### src/rtl/prio_scan_encoder.sv
// Registered priority encoder with request buffering.
// Request pulses are merged into a pending vector, and one index at a time is
// offered on a valid/ready interface. The winner is either the highest pending
// index (RR=0) or the next pending index scanning downward from the round-robin
// pointer (RR=1).
module prio_scan_encoder #(
    parameter int N  = 8,
    parameter int RR = 0,
    localparam int IW = $clog2(N)
) (
    input  logic          clk,
    input  logic          rst_n,
    input  logic          clr,
    input  logic [N-1:0]  req_in,
    input  logic          ready_in,
    output logic          valid_out,
    output logic [IW-1:0] idx_out,
    output logic [N-1:0]  pending_out,
    output logic          overflow
);

    logic [N-1:0]  pending_reg;
    logic          valid_reg;
    logic [IW-1:0] idx_reg;
    logic          overflow_reg;
    logic [IW-1:0] ptr_reg;

    logic          acc;
    logic [N-1:0]  clr_mask;
    logic [N-1:0]  pending_next;
    logic [IW-1:0] ptr_next;
    logic [IW-1:0] pick_idx;
    logic          pick_found;
    logic          overflow_hit;
    int            scan_j;

    assign acc = valid_reg & ready_in;

    // One-hot mask of the line being retired by this cycle's handshake.
    for (genvar gi = 0; gi < N; gi++) begin : g_clr_mask
        assign clr_mask[gi] = acc && (idx_reg == IW'(gi));
    end

    // A new request on the accepted line wins over the clear.
    assign pending_next = (pending_reg & ~clr_mask) | req_in;
    assign overflow_hit = |(req_in & pending_reg & ~clr_mask);
    assign ptr_next     = (acc && (RR != 0)) ? idx_reg : ptr_reg;

    // Choose the next winner from the post-update pending vector.
    always_comb begin
        pick_idx   = '0;
        pick_found = 1'b0;
        scan_j     = 0;
        if (RR == 0) begin
            // Later (higher) indices overwrite earlier ones: highest wins.
            for (int i = 0; i < N; i++) begin
                if (pending_next[IW'(i)]) begin
                    pick_idx = IW'(i);
                end
            end
        end else begin
            // Scan ptr-1, ptr-2, ... wrapping through N-1 down to ptr itself.
            for (int k = 1; k <= N; k++) begin
                scan_j = int'(ptr_next) - k;
                if (scan_j < 0) begin
                    scan_j = scan_j + N;
                end
                if (!pick_found && pending_next[IW'(scan_j)]) begin
                    pick_found = 1'b1;
                    pick_idx   = IW'(scan_j);
                end
            end
        end
    end

    // State update: pending merge, pointer advance, offer reload or hold, sticky overflow.
    always_ff @(posedge clk or negedge rst_n) begin
        if (!rst_n) begin
            pending_reg  <= '0;
            valid_reg    <= 1'b0;
            idx_reg      <= '0;
            overflow_reg <= 1'b0;
            ptr_reg      <= '0;
        end else if (clr) begin
            pending_reg  <= '0;
            valid_reg    <= 1'b0;
            idx_reg      <= '0;
            overflow_reg <= 1'b0;
            ptr_reg      <= '0;
        end else begin
            pending_reg <= pending_next;
            ptr_reg     <= ptr_next;
            if (overflow_hit) begin
                overflow_reg <= 1'b1;
            end
            // A stalled offer stays locked even if a better request arrives.
            if (!valid_reg || acc) begin
                valid_reg <= |pending_next;
                idx_reg   <= (|pending_next) ? pick_idx : '0;
            end
        end
    end

    assign valid_out   = valid_reg;
    assign idx_out     = idx_reg;
    assign pending_out = pending_reg;
    assign overflow    = overflow_reg;

endmodule

### config.mk
export PLATFORM = sky130hd
export DESIGN_NAME = prio_scan_encoder
export DESIGN_NICKNAME = d
export VERILOG_FILES = /design/src/rtl/prio_scan_encoder.sv
export SDC_FILE = /design/constraint.sdc
export NUM_CORES = 1
export LEC_CHECK = 0
export CAP_MARGIN = 20
export CORE_MARGIN = 10
export CORE_UTILIZATION = 39
export CTS_CLUSTER_SIZE = 16
export DETAILED_ROUTE_END_ITERATION = 7
export MAX_ROUTING_LAYER = met4
export PLACE_DENSITY_LB_ADDON = 0.1
export SLEW_MARGIN = 30
export SYNTH_ARGS = -nofsm -noshare
export SYNTH_HDL_FRONTEND = slang
export SYNTH_SLANG_ARGS = --single-unit
### constraint.sdc
create_clock -name clk -period 1.35 [get_ports clk]
set_input_delay 0.27 -clock clk [delete_from_list [all_inputs] [get_ports clk]]
set_output_delay 0.27 -clock clk [all_outputs]
set_load 0.03 [all_outputs]
# --- After elaboration in Yosys (flattened, before gate mapping) ---
# Cells that the tools add are included.
word_totals:
  wordCells: 43
  input_bits: 12
  regBits: 13
op_classes:
  muxes: 11
  n_eq_ne: 7
  reduce_logical: 15
  bitwise: 6
op_table:
  columns: ["operator", "n"]
  rows:
  - ["$and 8x8->8", 3]
  - ["$reduce_or 8->1", 2]
  - ["$eq 3x3->1 const B", 4]
  - ["$mux 3", 4]
  - ["$logic_and 1x1->1", 8]
  - ["$mux 8", 1]
  - ["$not 8->8", 1]
  - ["$or 8x8->8", 1]
  - ["$eq 3x2->1 const B", 2]
  - ["$mux 1", 5]
  - ["$reduce_bool 2->1", 2]
  - ["$eq 3x1->1 const B", 1]
  - ["$logic_not 3->1", 1]
  - ["$mux 2", 1]
  - ["$and 1x1->1", 1]
  - ["$logic_not 1->1", 1]
  - ["$logic_or 1x1->1", 1]

# --- Logic depth before layout (Yosys ltp) ---
depth:
  ltp_word: 11
  ltp_mapped: 4
  depth_no_buf: 4

# --- Worst setup path before layout ---
# Ideal clock, no wire load.
synth_timing:
  path_kind: "register to register"
  start: "register valid_reg (netlist: valid_out)"
  end: "register valid_reg (netlist: valid_out)"
  stages_incl_launch_ff: 5
  slack_ps: -60
  path_buffers: 0
  arrival_time_ps: 1269
  synth_period_minus_slack_ps: 1410
  cell_sequence: "dfrtp_1 > nand3_1 > a221oi_1 > and2_2 > a41oi_2"
synth_between:
  elab_chain_cells: 8
  word_cells_on_any_way: 18
  cone_classes: "2 x mux; 4 x bitwise; 12 x reduce/logical"
synth_lines:
  columns: ["item", "line_no", "text"]
  rows:
  - ["start, declared", "23", "logic valid_reg;"]
  - ["start signal, assigned", "98", "valid_reg <= |pending_next;"]
  - ["$and 1x1->1", "37", "assign acc = valid_reg & ready_in;"]
  - ["$logic_and 1x1->1", "41", "assign clr_mask[gi] = acc && (idx_reg == IW'(gi));"]
  - ["$not 8->8", "45", "assign pending_next = (pending_reg & ~clr_mask) | req_in;"]
  - ["$and 8x8->8", "45", null]
  - ["$or 8x8->8", "45", null]
  - ["$reduce_or 8->1", "98", null]
  - ["$mux 1", "97", "if (!valid_reg || acc) begin"]
  - ["$mux 1", "84", "end else if (clr) begin"]
# Parallel ways exist; a longest one is shown, timed or not. The select of a mux whose other input is x is not followed.
# A chain may end at the register's enable or synchronous reset.

# --- Worst setup path after layout ---
layout_timing:
  start: "register idx_reg[0] (netlist: idx_out[0])"
  end: "register valid_reg (netlist: valid_out)"
layout_between:
  elab_chain_cells: 8
  word_cells_on_any_way: 22
  cone_classes: "7 x eq/ne; 2 x mux; 3 x bitwise; 10 x reduce/logical"
layout_lines:
  columns: ["item", "line_no", "text"]
  rows:
  - ["start, declared", "24", "logic [IW-1:0] idx_reg;"]
  - ["start signal, assigned", "99", "idx_reg <= (|pending_next) ? pick_idx : '0;"]
  - ["$eq 3x1->1 (tied with other cells)", "41", null]
  - ["$logic_and 1x1->1", "41", null]
  - ["$not 8->8 *", "45", null]
  - ["$and 8x8->8 *", "45", null]
  - ["$or 8x8->8 *", "45", null]
  - ["$reduce_or 8->1 *", "98", null]
  - ["$mux 1 *", "97", null]
  - ["$mux 1 *", "84", null]
# Every way passes the cells marked *; elsewhere a longest branch is shown, timed or not. The select of a mux whose other input is x is not followed.

==> impl_metrics.tcl <==
set metrics [dict create \
    hold_path.class "in -> async" \
    largest_reg_flops 8 \
    synth_top_cell_by_area "dfrtp_1" \
    p_leak_nw 0.413 \
    grt_use_total_pct 10.0 \
    syn_area_per_cell_um2 9.76 \
    crit_path_top_delay_cell "dfrtp_2" \
    cp_max_fo 8 \
    drt_wl_total_mm 1.62 \
    ios 25 \
    synth-simple-area-share_pct 23.0 \
    async_flop_share_pct 100 \
    muxShareOfSynthArea_pct 0 \
    irDropWorstVdd_uv 770 \
    crit_required_ns 1.50 \
    drtPass1Iterations 4 \
    top_layer "met4" \
    slowest_delay_ns 0.46 \
    worstSetupStartpointType "register" \
    vias 546 \
    start_util_pct 42.6 \
    finalMaxSlewViolations 0 \
    cts_buffers 3 \
    first_global_vias 528 \
    num-fill-cells 118 \
    route.met2.wl_um 726 \
    layout-drive-gt1-share_pct 32.6 \
    cts_tree "yes" \
    final_cells 107 \
    yosysSeqAreaShare_pct 52.2 \
    grt_max_degree 13 \
    cts_buffer_depth 2 \
    grt_first_pass_wirelength_mm 2.55 \
    cts_sinks 12 \
    yosysWarnings 0 \
    port_buffers 23 \
    fmax_ghz 0.765 \
    root_buffer "clkbuf_4" \
    synth_edf_count 0 \
    synth_compound_area_share_pct 20.2 \
    setup_viol 0 \
    drt-met1-wl_um 714 \
    fin_ws_ns 0.0422 \
    fin_crit_ns 1.31 \
    die-area_um2 3410 \
    place_congestion 0.726 \
    synth_top_family_by_area "simple AND/OR/NAND/NOR gates" \
    synth_ff_type "dfrtp_1" \
    first_iter_violations 15 \
    n_antenna_cell 0 \
    wl_met3_um 131 \
    pre_cts_slack_ns -0.327 \
    critical_path.endpoint_type "register" \
    dp_cells 101 \
    cellPowerDensity_nw_per_um2 1050 \
    fin_nets 105 \
    die_h_um 58.4 \
    synthXorXnorAreaFrac_pct 0 \
    row_count 13 \
    coreArea_um2 1350 \
    critPathArrivalTime_ns 1.46 \
    overflow 0 \
    cts-htree-levels 1 \
    yosysMostFrequentCell "nor2_1" \
    synth_fa_ha_area_share_pct 0 \
    status "finished clean" \
    ys_top_cells_by_area "dfrtp_1 52%, nor2_1 9.8%, a21oi_1 3.5%, nand4b_1 3.0%, a41oi_2 2.8%" \
    hpwl_mm 1.26 \
    yosys_register_bits 12 \
    period_share_pct 96.9 \
    synthCells 59 \
    r2r_cells 4 \
    cap_violations 0 \
    viasPerCell 5.10 \
    post-route-util_pct 66.5 \
    die_w_um 58.4 \
    clk_latency_ns 0.28 \
    path_class "reg -> reg" \
    clk_pin_slew_worst_paths_ns 0.08 \
    drc_errors 0 \
    area_growth_syn_to_layout_pct 55.9 \
    rsz0062_at_grt "true" \
    finalHoldViolCount 0 \
    synth_cell_types 24 \
    synth_common_cells "15 x nor2_1, 12 x dfrtp_1, 4 x a21oi_1, 4 x nand2_1" \
    syn-cell-area_um2 576 \
    synthesis.nets 71 \
    synth_top_area_share_pct 52.2 \
    antenna_found_initial 0 \
    path_cells "nand4b_1 > a21oi_2 > and2_4 > a41oi_2" \
    wl_per_cell_um 15.1 \
    fin_skew_ns 0.000891 \
    ant_nets 0 \
]
## final timing paths
kind,start,end,slack (ns)
setup / recovery,idx_out[0],valid_out,0.04
hold / removal,rst_n,pending_out[2],0.29
setup reg to reg,idx_out[0],valid_out,0.04
hold reg to reg,pending_out[6],pending_out[6],0.55
max in group asynchronous,rst_n,idx_out[0],0.90
min in group clk,ready_in,pending_out[3],0.49
## cell families after synthesis
group           Yosys count
other cells               1
compound gates           15
flops                    12
simple gates             28
buf+inv                   3
## layer usage
| metal | up-vias | track usage (%) |
|---|---|---|
| met2 | 21 | 13.4 |
| met5 | - | - |
| li1 | 281 | - |
| met3 | 5 | 3.65 |
| met4 | 0 | 8.05 |
| met1 | 239 | 11.7 |
## what timing repair did
| action | in CTS | in global routing |
|---|---|---|
| endpoints found under the hold margin | 0 | 0 |
| hold buffers | 0 | 0 |
| setup endpoints to repair | 6 | 5 |
| setup buffers | 0 | 2 |
| resized for setup | 5 | 7 |
| pin swaps | 1 | 5 |
## through the flow
stage | power [mW] | cell area (um^2) | hold slack [ns] | TNS, ns
after floorplan | 0.534 | 579 | -0.0256 | 0
after global placement | 0.654 | 835 | 0.521 | -1.27
after detailed placement | 0.655 | 835 | 0.536 | -1.38
after CTS | 0.952 | 872 | 0.287 | 0
after global routing | 0.991 | 897 | 0.296 | -0.0208
final | 0.940 | 897 | 0.289 | 0
## worst max-delay path, delay by kind of cell (launching register included)
kind | cells | cell delay, ns
DFF | 1 | 0.46
AOI/OAI and AO/OA | 2 | 0.31
and+or+nand+nor | 2 | 0.41
## power breakdown
| group | switching, mW | internal, mW |
|---|---|---|
| sequential | 0.0287 | 0.386 |
| clock | 0.124 | 0.164 |
| combinational | 0.130 | 0.107 |
| total | 0.283 | 0.658 |
## cell type report
class                           instances  area (um^2)  share of cell area, %
Timing Repair Buffer                   31          265                   29.6
Clock buffer                            4         36.3                   4.04
Sequential cell                        12          304                   33.9
Tap cell                               15         18.8                   2.09
Inverter                                1         3.75                  0.418
Multi-Input combinational cell         44          269                   30.0
## cells in the final DEF, fill, tap and decap left out
cell type / netlist / layout
and4_1: 1 / 1
o311ai_0: 1 / 1
a41oi_2: 1 / 1
nand4_1: 1 / 1
nor2_1: 15 / 15
dlymetal6s2s_1: 0 / 1
a21oi_1: 4 / 3
clkdlybuf4s15_1: 0 / 1
clkbuf_8: 0 / 1
clkbuf_4: 0 / 3
inv_1: 1 / 1
dlygate4sd2_1: 0 / 2
a31oi_1: 2 / 2
nor3_1: 1 / 1
a222oi_1: 1 / 1
clkbuf_2: 0 / 1
a21o_1: 2 / 2
nand4b_1: 2 / 2
a221oi_2: 0 / 1
clkdlybuf4s50_1: 0 / 10
dfrtp_1: 12 / 9
dfrtp_2: 0 / 3
conb_1: 1 / 1
o31a_1: 1 / 1
nand3_1: 2 / 2
a211oi_2: 0 / 1
nand2_1: 4 / 4
a21oi_2: 1 / 2
nand2b_1: 1 / 1
buf_4: 1 / 16
and2_4: 0 / 1
(Power assumes the default switching activity.)
